==> src/rtl/uart_tx.sv <==
// rtl/uart_tx.sv - byte-buffered 8N1 UART transmitter with busy/idle flags
module uart_tx #(
  parameter int CLKS_PER_BIT = 434,
  parameter int FIFO_DEPTH   = 4
) (
  input  logic       clk,
  input  logic       rst_n,
  input  logic       uart_write,
  input  logic [7:0] data_in,
  output logic       uart_busy,
  output logic       tx,
  output logic       tx_idle
);

  localparam int AW = $clog2(FIFO_DEPTH);
  localparam int CW = AW + 1;
  localparam logic [CW-1:0] DEPTH_C   = CW'(FIFO_DEPTH);
  localparam logic [15:0]   BAUD_LAST = 16'(CLKS_PER_BIT - 1);

  typedef enum logic [1:0] {IDLE, START, DATA, STOP} state_t;

  logic [7:0]    mem [FIFO_DEPTH];
  logic [AW-1:0] wr_ptr;
  logic [AW-1:0] rd_ptr;
  logic [CW-1:0] count;
  logic [CW-1:0] count_next;

  state_t        state;
  state_t        state_next;
  logic [15:0]   baud_cnt;
  logic [15:0]   baud_next;
  logic [2:0]    bit_idx;
  logic [2:0]    bit_next;
  logic [7:0]    shift_q;
  logic [7:0]    shift_next;
  logic          tx_next;
  logic          pop;
  logic          push;
  logic          baud_done;

  // A write into a full buffer is dropped, even when a pop frees a slot this cycle.
  assign push      = uart_write && (count != DEPTH_C);
  assign baud_done = (baud_cnt == BAUD_LAST);

  // Frame sequencing: next state, line level, counters and when to pop the buffer.
  always_comb begin
    state_next = state;
    baud_next  = baud_cnt;
    bit_next   = bit_idx;
    shift_next = shift_q;
    tx_next    = tx;
    pop        = 1'b0;
    case (state)
      IDLE: begin
        tx_next = 1'b1;
        if (count != '0) begin
          pop        = 1'b1;
          shift_next = mem[rd_ptr];
          tx_next    = 1'b0;
          baud_next  = '0;
          state_next = START;
        end
      end
      START: begin
        if (baud_done) begin
          baud_next  = '0;
          bit_next   = '0;
          tx_next    = shift_q[0];
          state_next = DATA;
        end else begin
          baud_next = baud_cnt + 16'd1;
        end
      end
      DATA: begin
        if (baud_done) begin
          baud_next = '0;
          if (bit_idx == 3'd7) begin
            tx_next    = 1'b1;
            state_next = STOP;
          end else begin
            bit_next   = bit_idx + 3'd1;
            shift_next = {1'b0, shift_q[7:1]};
            tx_next    = shift_q[1];
          end
        end else begin
          baud_next = baud_cnt + 16'd1;
        end
      end
      STOP: begin
        if (baud_done) begin
          baud_next = '0;
          if (count != '0) begin
            // Chain straight into the next start bit so frames are gapless.
            pop        = 1'b1;
            shift_next = mem[rd_ptr];
            tx_next    = 1'b0;
            state_next = START;
          end else begin
            tx_next    = 1'b1;
            state_next = IDLE;
          end
        end else begin
          baud_next = baud_cnt + 16'd1;
        end
      end
      default: begin
        tx_next    = 1'b1;
        state_next = IDLE;
      end
    endcase
  end

  // Occupancy after this edge's push and pop.
  always_comb begin
    count_next = count;
    case ({push, pop})
      2'b10:   count_next = count + CW'(1);
      2'b01:   count_next = count - CW'(1);
      default: count_next = count;
    endcase
  end

  // Buffer storage; contents are only meaningful between the pointers.
  always_ff @(posedge clk) begin
    if (push) begin
      mem[wr_ptr] <= data_in;
    end
  end

  // Pointers, occupancy and status flags; reset discards anything buffered.
  always_ff @(posedge clk) begin
    if (!rst_n) begin
      wr_ptr    <= '0;
      rd_ptr    <= '0;
      count     <= '0;
      uart_busy <= 1'b0;
      tx_idle   <= 1'b1;
    end else begin
      if (push) wr_ptr <= wr_ptr + AW'(1);
      if (pop)  rd_ptr <= rd_ptr + AW'(1);
      count     <= count_next;
      uart_busy <= (count_next == DEPTH_C);
      tx_idle   <= (count_next == '0) && (state_next == IDLE);
    end
  end

  // Serial state register; reset aborts any frame and forces the line high.
  always_ff @(posedge clk) begin
    if (!rst_n) begin
      state    <= IDLE;
      baud_cnt <= '0;
      bit_idx  <= '0;
      shift_q  <= '0;
      tx       <= 1'b1;
    end else begin
      state    <= state_next;
      baud_cnt <= baud_next;
      bit_idx  <= bit_next;
      shift_q  <= shift_next;
      tx       <= tx_next;
    end
  end

endmodule

==> config.mk <==
export PLATFORM = sky130hd
export DESIGN_NAME = uart_tx
export DESIGN_NICKNAME = d
export VERILOG_FILES = /design/src/rtl/uart_tx.sv
export SDC_FILE = /design/constraint.sdc
export NUM_CORES = 1
export LEC_CHECK = 0
export CAP_MARGIN = 20
export CORE_ASPECT_RATIO = 0.7
export CORE_MARGIN = 4
export CORE_UTILIZATION = 55
export CTS_BUF_LIST = sky130_fd_sc_hd__clkbuf_8 sky130_fd_sc_hd__clkbuf_16
export DETAILED_ROUTE_END_ITERATION = 12
export PLACE_DENSITY_LB_ADDON = 0.3
export SYNTH_ARGS = -nofsm -noshare
export SYNTH_HDL_FRONTEND = slang
export SYNTH_SLANG_ARGS = --single-unit
==> constraint.sdc <==
create_clock -name clk -period 3.8 [get_ports clk]
set_clock_uncertainty 0.15 [all_clocks]
set_input_delay 0.76 -clock clk [delete_from_list [all_inputs] [get_ports clk]]
set_output_delay 0.76 -clock clk [all_outputs]
set_load 0.05 [all_outputs]
==> reports/results.tsv, run 1 <==
metric	value	unit
clkTransAtPathRegs	80	ps
worst_slew_pin_slew	996.2	ps
grt_pass1_vias	2391	
rows	23	
cts_root_buf	clkbuf_8	
die_w	103.0	microns
ys_warn_count	0	
ctsHoldBuffers	0	
port_buffers	13	
cts.repair.resized	0	
synth_async_sr_flop_share	0	
multi_input_area	1562	sq um
final_nets	347	
via_per_inst	6.092	
drtAntennaViolNets	0	
critPathKind	flip-flop to flip-flop	
antenna_cells	0	
postLayoutCoreUtil	0.6520	
synthFlopType	dfxtp_1	
finalMaxSlewViolations	0	
hp-class	flip-flop to flip-flop	
final_cells	402	
r2r-start	baud_cnt[0]	
ff2ff_path_depth	10	
layout_min_cycle_time	3270	ps
synth_edf_count	32	
fp.dieH	74.49	microns
crit_start	baud_cnt[0]	
power-per-cell-area	660.7	nW/um^2
drt-total-wl	6786	microns
final.setup.worst_slack	529.8	ps
grt_setup_unrepaired	false	
grt_pass1_wl	11750	microns
dr.pass1.iters	4	
ys_ff_latch	73	
drc_errors	0	
cts.sinks	73	
grt_usage	0.2014	
post-cts-setup-buffer-count	0	
vias	2449	
grt-ovfl-total	0	
r2r_slack	530	ps
dp_slack	594.4	ps
synth_seq_area_share	0.5130	
required	3920	ps
fmax	305.8	MHz
clockBufferDepth	2	
crit_fanout	7	
hold_viol	0	
io-pin-count	14	
holdWs	336.2	ps
fill_cells	456	
syn-cell-area	3473	sq um
dp_hpwl	4696	microns
yosysUniqueCellTypes	58	
final_common_cell	dfxtp_1	
initial_core_util	0.5859	
cap_viol_max_count	0	
crit_arrival	3390	ps
grt_antenna_before_repair	0	
syn_to_final_growth	11.28	%
status	completed	
endpoint_kind	flip-flop	
core	5928	sq um
crit_path_end	tx_idle	
final_cell_mix	dfxtp_1, edfxtp_1, nor2_1, a21oi_1, nand2_1	
synthCells	309	
htree_levels	3	
slew_headroom	0.3298	
numPlacedInstances	386	
place.gp.congestion	0.8607	
insertion_delay	350	ps
final-seq-area	1782	sq um
min_period_over_period	0.8606	
drtIter0Drc	136	
synthesis.nets	334	
die-area	7670	sq um
cts_buffers	9	
finalSetupTns	0	ps
drive_gt1_frac	0.1193	
grt_max_degree	23	
reg2reg_to	tx_idle	
startpoint_type	flip-flop	
vdd_drop_max	0.4671	mV
cellLeakagePower	1.294	nW
avgSynthCellArea	11.24	sq um
tritoncts	yes	
wl_per_cell	16.88	microns
setup_violations	0	
power by group:
group | total [W] | leakage [nW] | internal, W | switching, W
combinational | 0.000888 | 0.568 | 0.000373 | 0.000515
clock | 0.000617 | 0.0983 | 0.000309 | 0.000308
sequential | 0.00105 | 0.628 | 0.000943 | 0.000106
state kept, by name (all words and copies together), names as in the netlist, named ones only:
signal / count
mem: 32
baud_cnt: 16
shift_q: 8
bit_idx: 3
count: 3
rd_ptr: 2
state: 2
wr_ptr: 2
tx: 1
tx_idle: 1
uart_busy: 1
worst min-delay path by stage:
stage	start	endpoint	slack, ps	depth (start not counted)
finish	shift_q[7]	shift_q[7]	340	2
global route	shift_q[7]	shift_q[7]	350	2
floorplan	shift_q[7]	shift_q[7]	300	2
global placement	shift_q[7]	shift_q[7]	310	2
CTS	shift_q[7]	shift_q[7]	330	2
detailed placement	shift_q[7]	shift_q[7]	320	2
logic make-up (layout without fill, tap and decap cells):
family          Yosys count  after routing  share of synthesized area
buf+inv                  31             49                    0.03747
mux                      18             18                    0.08069
flops                    73             73                     0.5130
xor+xnor                  5              5                    0.01261
compound gates           72             72                     0.1495
fa+ha+maj                14             14                    0.05260
simple gates             96             96                     0.1542
synthesized netlist by cell type, drive strengths merged (9+ instances only):
library cell	number	area share
nand2	14	0.015
mux2i	10	0.029
edfxtp	32	0.28
nand3	10	0.014
inv	13	0.014
nor3	10	0.014
ha	13	0.047
clkbuf	11	0.012
nor2	27	0.029
a21oi	18	0.027
dfxtp	41	0.24
a211oi	9	0.019
metrics by stage:
step	total power, W	area [sq um]
2_1_floorplan	0.001719	3473
3_3_place_gp	0.001913	3665
3_5_place_dp	0.001941	3665
4_1_cts	0.002553	3865
5_1_grt	0.002726	3865
6_report	0.002554	3865
final cells by class:
class | instances | area share
sequential | 73 | 0.4610
inverter | 14 | 0.01360
multi-input combinational | 205 | 0.4040
tap | 75 | 0.02428
clock buffer | 9 | 0.03205
clock inverter | 7 | 0.01975
timing repair buffer | 19 | 0.04532
critical path, cell delays in order (launching register included):
cell and delay [ps]:
dfxtp_1 440, ha_1 190, or3b_2 490, nor4_4 370
a21oi_2 160, nor3_1 190, ha_1 230, fa_1 450
nor2_1 180, a32oi_1 130, o31ai_1 200
metal layers:
| layer | up-vias | GRT usage | share of wire |
|---|---|---|---|
| li1 | 1202 | - | - |
| met1 | 1163 | 0.2975 | 0.51 |
| met2 | 76 | 0.2900 | 0.42 |
| met3 | 8 | 0.05717 | 0.068 |
| met4 | 0 | 0.05891 | 0.0090 |
| met5 | - | 0 | 0 |
Note: power is estimated with default switching activity, not from simulation.
==> inputs of run 2 (changes only) <==
==> constraint.sdc (replaced) <==
create_clock -name clk -period 3.8 [get_ports clk]
set_clock_uncertainty 0.15 [all_clocks]
set_input_delay 0.76 -clock clk [delete_from_list [all_inputs] [get_ports clk]]
set_output_delay 0.76 -clock clk [all_outputs]
set_load 0.005 [all_outputs]
==> results of run 2 <==
Same layout as run 1 (identical final DEF). Status: completed.
Among the figures that moved: total power 0.002554 W -> 0.002516 W; worst IR drop on VDD 0.4671 mV -> 0.4668 mV
==> inputs of run 3 (changes only) <==
--- a/config.mk
+++ b/config.mk
@@ -8,7 +8,7 @@
 export CAP_MARGIN = 20
 export CORE_ASPECT_RATIO = 0.7
 export CORE_MARGIN = 4
-export CORE_UTILIZATION = 55
+export CORE_UTILIZATION = 30
 export CTS_BUF_LIST = sky130_fd_sc_hd__clkbuf_8 sky130_fd_sc_hd__clkbuf_16
 export DETAILED_ROUTE_END_ITERATION = 12
 export PLACE_DENSITY_LB_ADDON = 0.3
==> reports/results.tsv, run 3 (synthesized netlist as in run 1, its figures left out) <==
metric	value	unit
slew_headroom	0.3440	
min_from	rd_ptr[1]	
post-cts-setup-buffer-count	0	
r2r_slack	560	ps
reg2reg_to	tx_idle	
hp-class	flip-flop to flip-flop	
final_nets	347	
grt_setup_unrepaired	false	
fmax	308.3	MHz
fill_cells	1070	
antenna_cells	0	
dr.pass1.iters	4	
insertion_delay	330	ps
rows	32	
critPathKind	flip-flop to flip-flop	
drtAntennaViolNets	0	
power-per-cell-area	660.5	nW/um^2
htree_levels	3	
min_period_over_period	0.8536	
clockBufferDepth	2	
layout_min_cycle_time	3244	ps
syn_to_final_growth	16.35	%
finalSetupTns	0	ps
drc_errors	0	
startpoint_type	flip-flop	
initial_core_util	0.3109	
r2r-start	baud_cnt[0]	
crit_fanout	7	
port_buffers	13	
wl_per_cell	14.51	microns
io-pin-count	14	
endpoint_kind	flip-flop	
ff2ff_path_depth	10	
vdd_drop_max	0.3133	mV
drtIter0Drc	100	
drt-total-wl	6965	microns
final_common_cell	dfxtp_1	
die-area	13390	sq um
hold_viol	0	
cts.sinks	73	
top_register	mem	
grt_usage	0.1097	
tritoncts	yes	
status	completed	
cts_buffers	9	
holdWs	332.7	ps
ctsHoldBuffers	0	
grt_max_degree	17	
clkTransAtPathRegs	60	ps
crit_start	baud_cnt[0]	
place.gp.congestion	0.7886	
cts_root_buf	clkbuf_16	
final_cell_mix	dfxtp_1, edfxtp_1, nor2_1, a21oi_1, nand2_1	
worst_slew_pin_slew	975.0	ps
setup_violations	0	
largest_register_ffs	32	
finalMaxSlewViolations	0	
core	11170	sq um
grt-ovfl-total	0	
required	3880	ps
drive_gt1_frac	0.1223	
cellLeakagePower	1.324	nW
fp.dieH	98.03	microns
die_w	136.6	microns
min_path_cells	2	
grt_pass1_wl	11520	microns
cap_viol_max_count	0	
largestRegisters	mem (32), baud_cnt (16), shift_q (8)	
grt_pass1_vias	2206	
vias	2418	
dp_hpwl	4943	microns
crit_arrival	3330	ps
via_per_inst	5.038	
postLayoutCoreUtil	0.3618	
grt_antenna_before_repair	0	
cts.repair.resized	0	
[run 3: stage by stage]
| step | setup slack, ps | instances | total power (W) | instance area (sq um) |
|---|---|---|---|---|
| 6_report | 556.4 | 480 | 0.002669 | 4041 |
| 5_1_grt | 283.1 | 480 | 0.002865 | 4041 |
| 4_1_cts | 542.6 | 480 | 0.002700 | 4041 |
| 3_5_place_dp | 609.5 | 464 | 0.001909 | 3762 |
| 3_3_place_gp | 685.4 | 464 | 0.001887 | 3762 |
| 2_1_floorplan | 891.3 | 309 | 0.001682 | 3473 |
[run 3: layer usage]
layer  vias up  GRT usage  routed length [microns]
met1      1153     0.1705                     3787
met2        45     0.1427                     2801
met5         -          0                        0
met3        14    0.02523                      231
li1       1206          -                        -
met4         0    0.04648                      144
[run 3: worst max-delay path by stage]
stage               endpoint  slack (ps)  cells after the start
detailed placement   tx_idle         610                     10
global placement     tx_idle         690                     10
global route         tx_idle         280                     10
floorplan            tx_idle         890                     10
CTS                  tx_idle         540                     10
finish               tx_idle         560                     10
[run 3: worst max-delay path: stages (launching register included)]
cell     delay, ps
dfxtp_1        430
ha_1           190
or3b_2         490
nor4_4         380
a21oi_2        150
nor3_1         190
ha_1           240
fa_1           450
nor2_1         150
a32oi_1        110
o31ai_1        220
[run 3: final cells by class]
type | count | area [sq um] | area share
clock buffers | 9 | 225.2 | 0.05573
clock inverters | 7 | 53.80 | 0.01331
inverters | 14 | 52.55 | 0.01300
multi-input cells | 205 | 1562 | 0.3864
flip-flops and latches | 73 | 1782 | 0.4409
well taps | 153 | 191.4 | 0.04737
repair buffers | 19 | 175.2 | 0.04334
[run 3: report_power, final]
part,switching (W),total [W],internal (W)
combinational,0.000469,0.000841,0.000372
sequential,0.000101,0.00105,0.000944
clock,0.000337,0.000783,0.000446
total,0.000907,0.00267,0.00176
